===== config.mk =====
export PLATFORM = sky130hd
export DESIGN_NAME = if_fetch_unit
export DESIGN_NICKNAME = d
export VERILOG_FILES = /design/src/rtl/if_fetch_unit.sv
export SDC_FILE = /design/constraint.sdc
export NUM_CORES = 1
export LEC_CHECK = 0
export ABC_CLOCK_PERIOD_IN_PS = 6980
export CAP_MARGIN = 5
export CORE_ASPECT_RATIO = 1.25
export CORE_MARGIN = 2
export CORE_UTILIZATION = 45
export CTS_BUF_LIST = sky130_fd_sc_hd__clkbuf_4 sky130_fd_sc_hd__clkbuf_8 sky130_fd_sc_hd__clkbuf_16
export DETAILED_ROUTE_END_ITERATION = 10
export HOLD_SLACK_MARGIN = 0.03
export PLACE_DENSITY = 0.71
export RECOVER_POWER = 25
export SLEW_MARGIN = 40
export SYNTH_ARGS = -nofsm -noshare
export SYNTH_HDL_FRONTEND = slang
export SYNTH_SLANG_ARGS = --single-unit

===== constraint.sdc =====
create_clock -name clk -period 6.98 [get_ports clk]
set_input_delay 1.047 -clock clk [delete_from_list [all_inputs] [get_ports clk]]
set_output_delay 1.047 -clock clk [all_outputs]
set_load 0.01 [all_outputs]

===== src/rtl/if_fetch_unit.sv =====
// Instruction-fetch front end: owns the fetch PC, issues in-order requests on a
// valid/ready memory port, buffers up to DEPTH fetches, and presents the oldest
// returned instruction to decode. A redirect flushes the buffer and counts the
// in-flight responses that must be discarded when they come back.
module if_fetch_unit #(
    parameter logic [31:0] RESET_PC = 32'h0000_0000,
    parameter int          DEPTH    = 2
) (
    input  logic        clk,
    input  logic        rst_n,
    input  logic        redirect,
    input  logic [31:0] redirect_pc,
    output logic        imem_req_valid,
    input  logic        imem_req_ready,
    output logic [31:0] imem_addr,
    input  logic        imem_rsp_valid,
    input  logic [31:0] imem_rsp_data,
    output logic        out_valid,
    input  logic        out_ready,
    output logic [31:0] out_pc,
    output logic [31:0] out_pcplus4,
    output logic [31:0] out_instr
);
    localparam int PW = (DEPTH > 1) ? $clog2(DEPTH) : 1;
    localparam int CW = $clog2(DEPTH) + 1;
    localparam int DW = $clog2(2 * DEPTH) + 1;
    localparam int SW = DW + 1;

    // Wrap a buffer pointer at DEPTH (DEPTH is a power of two but may be 1).
    function automatic logic [PW-1:0] ptr_inc(input logic [PW-1:0] p);
        if (p == PW'(DEPTH - 1)) begin
            ptr_inc = {PW{1'b0}};
        end else begin
            ptr_inc = p + PW'(1);
        end
    endfunction

    logic [DEPTH-1:0] alloc_r, filled_r, n_alloc_s, n_filled_s;
    logic [31:0]      pc_r [DEPTH];
    logic [31:0]      instr_r [DEPTH];
    logic [31:0]      n_pc_s [DEPTH];
    logic [31:0]      n_instr_s [DEPTH];
    logic [PW-1:0]    head_r, tail_r, fill_r, n_head_s, n_tail_s, n_fill_s;
    logic [CW-1:0]    count_r, pending_r, n_count_s, n_pending_s;
    logic [DW-1:0]    drop_r, n_drop_s;
    logic [31:0]      fetch_pc_r, n_fetch_pc_s;
    logic [SW-1:0]    inflight_s;
    logic             push_s, pop_s, fill_s, drop_rsp_s, redir_sub_s;
    logic [1:0]       unused_rpc_s;

    // Low address bits of the redirect target are forced to zero.
    assign unused_rpc_s = redirect_pc[1:0];

    // Allocated entries plus responses still to be discarded bound new requests.
    assign inflight_s     = SW'(count_r) + SW'(drop_r);
    assign imem_req_valid = rst_n && !redirect && (count_r < CW'(DEPTH))
                            && (inflight_s < SW'(2 * DEPTH));
    assign imem_addr      = fetch_pc_r;

    assign push_s      = imem_req_valid && imem_req_ready;
    assign pop_s       = out_valid && out_ready && !redirect;
    assign drop_rsp_s  = imem_rsp_valid && (drop_r != {DW{1'b0}});
    assign fill_s      = imem_rsp_valid && (drop_r == {DW{1'b0}}) && (pending_r != {CW{1'b0}});
    assign redir_sub_s = imem_rsp_valid && ((drop_r != {DW{1'b0}}) || (pending_r != {CW{1'b0}}));

    // Next-state of the fetch buffer; a redirect overrides pop, fill and push.
    always_comb begin
        n_alloc_s    = alloc_r;
        n_filled_s   = filled_r;
        n_pc_s       = pc_r;
        n_instr_s    = instr_r;
        n_head_s     = head_r;
        n_tail_s     = tail_r;
        n_fill_s     = fill_r;
        n_count_s    = count_r;
        n_pending_s  = pending_r;
        n_drop_s     = drop_r;
        n_fetch_pc_s = fetch_pc_r;
        if (redirect) begin
            n_alloc_s    = {DEPTH{1'b0}};
            n_filled_s   = {DEPTH{1'b0}};
            n_head_s     = {PW{1'b0}};
            n_tail_s     = {PW{1'b0}};
            n_fill_s     = {PW{1'b0}};
            n_count_s    = {CW{1'b0}};
            n_pending_s  = {CW{1'b0}};
            // Unfilled entries become stale responses; a response arriving now is one of them.
            n_drop_s     = drop_r + DW'(pending_r) - DW'(redir_sub_s);
            n_fetch_pc_s = {redirect_pc[31:2], 2'b00};
        end else begin
            if (pop_s) begin
                n_alloc_s[head_r]  = 1'b0;
                n_filled_s[head_r] = 1'b0;
                n_head_s           = ptr_inc(head_r);
            end else begin
                n_head_s = head_r;
            end
            if (fill_s) begin
                n_filled_s[fill_r] = 1'b1;
                n_instr_s[fill_r]  = imem_rsp_data;
                n_fill_s           = ptr_inc(fill_r);
            end else begin
                n_fill_s = fill_r;
            end
            if (push_s) begin
                n_alloc_s[tail_r]  = 1'b1;
                n_filled_s[tail_r] = 1'b0;
                n_pc_s[tail_r]     = fetch_pc_r;
                n_tail_s           = ptr_inc(tail_r);
                n_fetch_pc_s       = fetch_pc_r + 32'd4;
            end else begin
                n_tail_s     = tail_r;
                n_fetch_pc_s = fetch_pc_r;
            end
            n_count_s   = count_r + CW'(push_s) - CW'(pop_s);
            n_pending_s = pending_r + CW'(push_s) - CW'(fill_s);
            n_drop_s    = drop_r - DW'(drop_rsp_s);
        end
    end

    // State registers; outputs are registered from the next head entry.
    always_ff @(posedge clk) begin
        if (!rst_n) begin
            alloc_r     <= {DEPTH{1'b0}};
            filled_r    <= {DEPTH{1'b0}};
            for (int i = 0; i < DEPTH; i++) begin
                pc_r[i]    <= 32'h0;
                instr_r[i] <= 32'h0;
            end
            head_r      <= {PW{1'b0}};
            tail_r      <= {PW{1'b0}};
            fill_r      <= {PW{1'b0}};
            count_r     <= {CW{1'b0}};
            pending_r   <= {CW{1'b0}};
            drop_r      <= {DW{1'b0}};
            fetch_pc_r  <= RESET_PC;
            out_valid   <= 1'b0;
            out_pc      <= 32'h0;
            out_pcplus4 <= 32'h0;
            out_instr   <= 32'h0;
        end else begin
            alloc_r     <= n_alloc_s;
            filled_r    <= n_filled_s;
            pc_r        <= n_pc_s;
            instr_r     <= n_instr_s;
            head_r      <= n_head_s;
            tail_r      <= n_tail_s;
            fill_r      <= n_fill_s;
            count_r     <= n_count_s;
            pending_r   <= n_pending_s;
            drop_r      <= n_drop_s;
            fetch_pc_r  <= n_fetch_pc_s;
            out_valid   <= n_alloc_s[n_head_s] && n_filled_s[n_head_s];
            out_pc      <= n_pc_s[n_head_s];
            out_pcplus4 <= n_pc_s[n_head_s] + 32'd4;
            out_instr   <= n_instr_s[n_head_s];
        end
    end
endmodule


# Word-level counts from Yosys, hierarchy flattened
# Index checks and enable logic that the tools add are counted.
word_totals:
  register_bits: 271
  in_bits: 70
  elab_cells: 123
op_classes:
  add_sub_neg: 13
  order_cmp: 14
  muxes: 44
  bitwise: 11
  n_reduce_logical: 23
op_table:
  columns: ["op", "n"]
  rows:
  - ["32-bit 2-to-1 mux", 10]
  - ["64-bit 2-to-1 mux", 4]
  - ["64-bit bitwise mux", 2]
  - ["32-bit by 3-bit adder with 32-bit output (second input constant)", 2]
  - ["32-bit demux with 1-bit select", 2]
  - ["2-bit 2-to-1 mux", 10]
  - ["1-bit logical AND", 16]
  - ["1-bit 2-to-1 mux", 12]
  - ["1-bit by 2-bit < comparator with 1-bit output (second input constant)", 4]
  - ["2-bit AND", 3]
  - ["2-bit greater-or-equal comparator (second input constant)", 3]
  - ["1-bit inverter with 2-bit output", 3]
  - ["3-bit by 1-bit subtractor with 3-bit output", 2]
  - ["2-bit by 1-bit adder with 2-bit output", 2]
  - ["2-bit by 3-bit adder with 4-bit output", 1]
  - ["2-bit by 1-bit < comparator with 1-bit output (second input constant)", 2]
  - ["4-bit by 3-bit < comparator with 1-bit output (second input constant)", 1]
  - ["2-bit inverter", 2]
  - ["2-bit bitwise OR", 2]
  - ["2-bit nonzero test", 2]
  - ["2-bit by 1-bit subtractor with 2-bit output", 2]
  - ["1-bit adder (second input constant)", 3]
  - ["3-bit by 2-bit adder with 3-bit output", 1]
  - ["1-bit demux with 1-bit select", 3]
  - ["other kinds (9)", 11]

# Longest topological paths before layout
logic_depth:
  ltp_word: 17
  depth_mapped: 17
  mapped_depth_nobuf: 14

# Worst setup path after synthesis
# No wires, ideal clock.
synth_timing:
  kind: "input -> register"
  from: "in out_ready"
  to: "reg out_pcplus4[26]"
  setup_time_ns: 0.070
  t_arrival_ns: 3.653
  t_required_ns: 6.910
  slack_ns: 3.256
  cell_stages: 14
  cell_sequence: "and3b_1 > buf_6 > o21ai_4 > buf_6 > nand3_1 > a32o_1 > inv_1 > ha_1 > inv_1 > a211oi_2 > nor4b_1 > nand4_1 > or3_1 > a21oi_1"
synth_between:
  elab_chain_cells: 9
synth_lines:
  columns: ["element", "line", "text"]
  rows:
  - ["start: declaration", "19", "input logic out_ready,"]
  - ["1-bit logical AND (2 in series)", "61", "assign pop_s = out_valid && out_ready && !redirect;"]
  - ["1-bit 2-to-1 mux", "91", "if (pop_s) begin"]
  - ["1-bit 2-to-1 mux", "79", "if (redirect) begin"]
  - ["1-bit inverter with 2-bit output (not written as such)", "155", "out_pcplus4 <= n_pc_s[n_head_s] + 32'd4;"]
  - ["32-bit 2-to-1 mux (not written as such) (3 in series)", "155", null]
  - ["32-bit by 3-bit adder with 32-bit output", "155", null]
  - ["end signal: assignment", "155", null]
  - ["end: declaration", "21", "output logic [31:0] out_pcplus4,"]
# No other way between the ends. The select of a mux whose other input is x is not followed.
# A chain may end at the register's enable or synchronous reset.

# Final worst setup path
layout_timing:
  from: "in redirect"
  to: "reg out_pcplus4[31]"
layout_between:
  elab_chain_cells: 11
  elab_cells_between_ends: 15
layout_lines:
  columns: ["element", "line", "text"]
  rows:
  - ["start: declaration", "11", "input logic redirect,"]
  - ["1-bit zero test", "56, 61", null]
  - ["1-bit logical AND (2 in series)", "56", "assign imem_req_valid = rst_n && !redirect && (count_r < CW'(DEPTH))"]
  - ["1-bit logical AND", "57", "&& (inflight_s < SW'(2 * DEPTH));"]
  - ["1-bit logical AND", "60", "assign push_s = imem_req_valid && imem_req_ready;"]
  - ["64-bit 2-to-1 mux", "105", "if (push_s) begin"]
  - ["64-bit 2-to-1 mux", "79", null]
  - ["32-bit 2-to-1 mux (not written as such) * (3 in series)", "155", null]
  - ["32-bit by 3-bit adder with 32-bit output *", "155", null]
# Mark *: on every way between the ends. The rest lies on a longest branch, timed or not. The select of a mux whose other input is x is not followed.

==> key figures <==
Layout
  • Fin cells: 1,817
  • Design area: around 15,000 sq um
  • Number of diodes: 0
  • Net count, final: 1,543
  • Synth-to-Final Area Change: 25.5%
  • Commonest cells after routing, fill and taps aside: dfxtp_1 (267), nand2_1 (193), nor2_1 (147)
  • Layout cells sized above 1: 0.0688
  • Commonest non-fill, non-tap cell in the layout: dfxtp_1

Yosys
  • Mapped cell area: approximately 12,000 sq um
  • Synth async-reset ratio: 0
  • Cells after synthesis: 1,331
  • Sequential share of the synthesized area: 0.461
  • Top_reg_cell synth: dfxtp_1
  • XOR/XNOR Fraction of Synth Area: 0.0189
  • Synth unique cells: 77
  • Multiplexer share of the synthesized area: 0.0601
  • Adder-Cell Fraction of Synth Area: 0.0147
  • Syn_area_per_cell: 8.71 sq um
  • Synth warn: 0
  • Seq cells post-synth: 267
  • Post-synthesis compound-gate area fraction: 0.187
  • Largest family of logic cells by synthesized area: simple AND/OR/NAND/NOR gates
  • Fraction of the mapped netlist area in simple logic gates: 0.197
  • Post-synth EDFFs: 0

Die
  • CORE AREA: approximately 25,000 sq um
  • Starting Density: 0.458
  • DIE WIDTH: 148 um
  • Std-Cell Rows: 65
  • I/O pins: 200
  • Die Y-Extent: 183 um
  • Die area: ~27,000 sq um

Routing
  • DRC errors left: 0
  • Vias: 10,200
  • Wire length per cell: 17.2 um
  • Final ANT Viol Nets: 0
  • Routed wire length: 31,300 um
  • Vias/cell: around 5.6
  • Iter 0 DRT Violations: around 760
  • First-pass detailed-route iteration total: 5

Place
  • GPL Wtd Cong: around 0.86
  • Setup WS pre-CTS: 1.47 ns
  • Post-Place Cells: 1,765
  • Input/output buffers: approximately 200
  • Placed cell areas: 13,600 sq um
  • Final HPWL DP: a little over 20,000 um

Setup path
  • CP endpoint kind: register
  • Crit path DAT: 5.55 ns
  • CP Launch Type: input pin
  • Req. time, crit path: 7.41 ns
  • Crit path max fanout: between 50 and 60
  • Critical path class: input pin to register

Timing
  • Clock skew: 0.00909 ns
  • Setup TNS: 0 ns
  • Setup WS post-layout: 1.86 ns
  • RSZ-0062 raised after global routing: no
  • Worst-margin pin slew: about 0.83 ns
  • Fmax: 195 MHz
  • Setup Viol. Count Final: 0
  • Final period utilization: 0.733
  • Relative slew slack: 0.443
  • Final Hold Viols: 0
  • Tmin final: 5.12 ns
  • Final Slew Violations: 0

Status
  • Status: finished, final reports clean

Power
  • PD cells: 241 nW/um^2
  • Maximum VDD drop: 0.226 mV
  • Leakage: 5.33 nW
  • Pwr Total: around 0.0035 W

Clock network
  • CTS tree: built
  • CTS Sinks: about 270
  • # hold bufs at CTS: 0
  • # Post-CTS Setup Buffers: 0
  • CTS buffer count: 28
  • CTS-repair resized insts: 0
  • Worst-Skew Late Latency: roughly 0.54 ns
  • H-tree depth: 1
  • CTS root buffer: clkbuf_16
  • Max clock buf depth: 3
  • Clock-pin slew on the worst setup and hold paths: 0.06 ns

Job
  • Max_cap viols: 0

Min path
  • Hold Path Class: register to register

GRT
  • Maximum number of pins on one net before global-route repair: 100
  • Grt total ovfl: 0
  • Total GRT Usage: 0.227
  • Number of global-route vias before repair: 9,820
  • Initial antenna violation count: 1
  • First-pass GRT wire length: 50,700 um
[power breakdown]
part	total (W)	switching, W	leakage (nW)	internal [W]
clock network	0.00157	0.000625	0.487	0.000942
registers	0.00161	0.0000452	2.16	0.00156
logic	0.000327	0.000183	2.69	0.000144
[registers in the layout (all words and copies together), names as in the netlist, 2 cells and up]
register     cells
instr_r         64
pc_r            64
out_instr       32
out_pc          32
imem_addr       30
out_pcplus4     30
drop_r           3
alloc_r          2
count_r          2
filled_r         2
pending_r        2
[cell usage after synthesis, drive strengths merged (7+ instances only)]
| library cell | n | area [sq um] |
|---|---|---|
| xnor2 | 15 | 131 |
| nand3 | 51 | 260 |
| a21oi | 110 | 562 |
| nor2 | 148 | 558 |
| o31ai | 7 | 52.6 |
| inv | 25 | 93.8 |
| o2bb2ai | 32 | 280 |
| nand2 | 193 | 724 |
| mux2i | 64 | 641 |
| nor3 | 15 | 75.1 |
| and3 | 12 | 75.1 |
| a31oi | 27 | 169 |
| a32o | 15 | 150 |
| and2 | 26 | 163 |
| a211oi | 15 | 118 |
| dfxtp | 267 | 5350 |
| xor2 | 10 | 87.6 |
| o21ai | 36 | 191 |
| o32ai | 24 | 210 |
| buf | 45 | 328 |
| ha | 12 | 150 |
| a32oi | 14 | 130 |
| nand4 | 7 | 50.1 |
| clkbuf | 76 | 287 |
[layer usage]
metal	up-vias	GRT usage	routed length, um
met1	4809	0.275	12500
met4	0	0.0804	1040
met3	67	0.0603	2870
met2	399	0.387	14900
li1	4961	-	-
met5	-	0	0
[worst max-delay path, stage by stage]
cell,delay (ns)
dlygate4sd3_1,0.86
nor2b_4,0.11
and4_4,0.42
inv_2,0.61
buf_4,0.41
a31oi_1,0.14
a32o_1,0.38
nor4_4,0.39
nand4_2,0.34
nor4_1,0.42
mux2_1,0.35
[logic make-up after synthesis]
logic type / Yosys count
other: 1
AND/OR/NAND/NOR: 495
adder cells (fa/ha/maj): 13
XOR/XNOR: 25
multiplexers: 69
buffers and inverters: 146
flip-flops: 267
AO/OA/AOI/OAI: 315
[cell type report]
class,instances,area (sq um)
clock inverters,19,229
multi-input cells,919,5550
fillers,2297,10700
inverters,25,98.8
repair buffers,219,2140
clock buffers,33,768
flip-flops and latches,267,5350
well taps,335,419
[path summary, 6_finish.rpt]
check                                  endpoint  slack (ns)  depth (start not counted)      start
worst max register to register  out_pcplus4[31]        2.65                         11  drop_r[1]
worst min-delay path                   pc_r[17]        0.45                          2   pc_r[17]
worst min register to register         pc_r[17]        0.45                          2   pc_r[17]
worst max-delay path            out_pcplus4[31]        1.86                         11   redirect
[metrics by stage]
step	util	hold WS (ns)
6_report	0.575	0.454
5_1_grt	0.575	0.473
4_1_cts	0.575	0.456
3_5_place_dp	0.536	0.447
3_3_place_gp	0.535	0.443
2_1_floorplan	-	0.437
(Power assumes the default switching activity.)
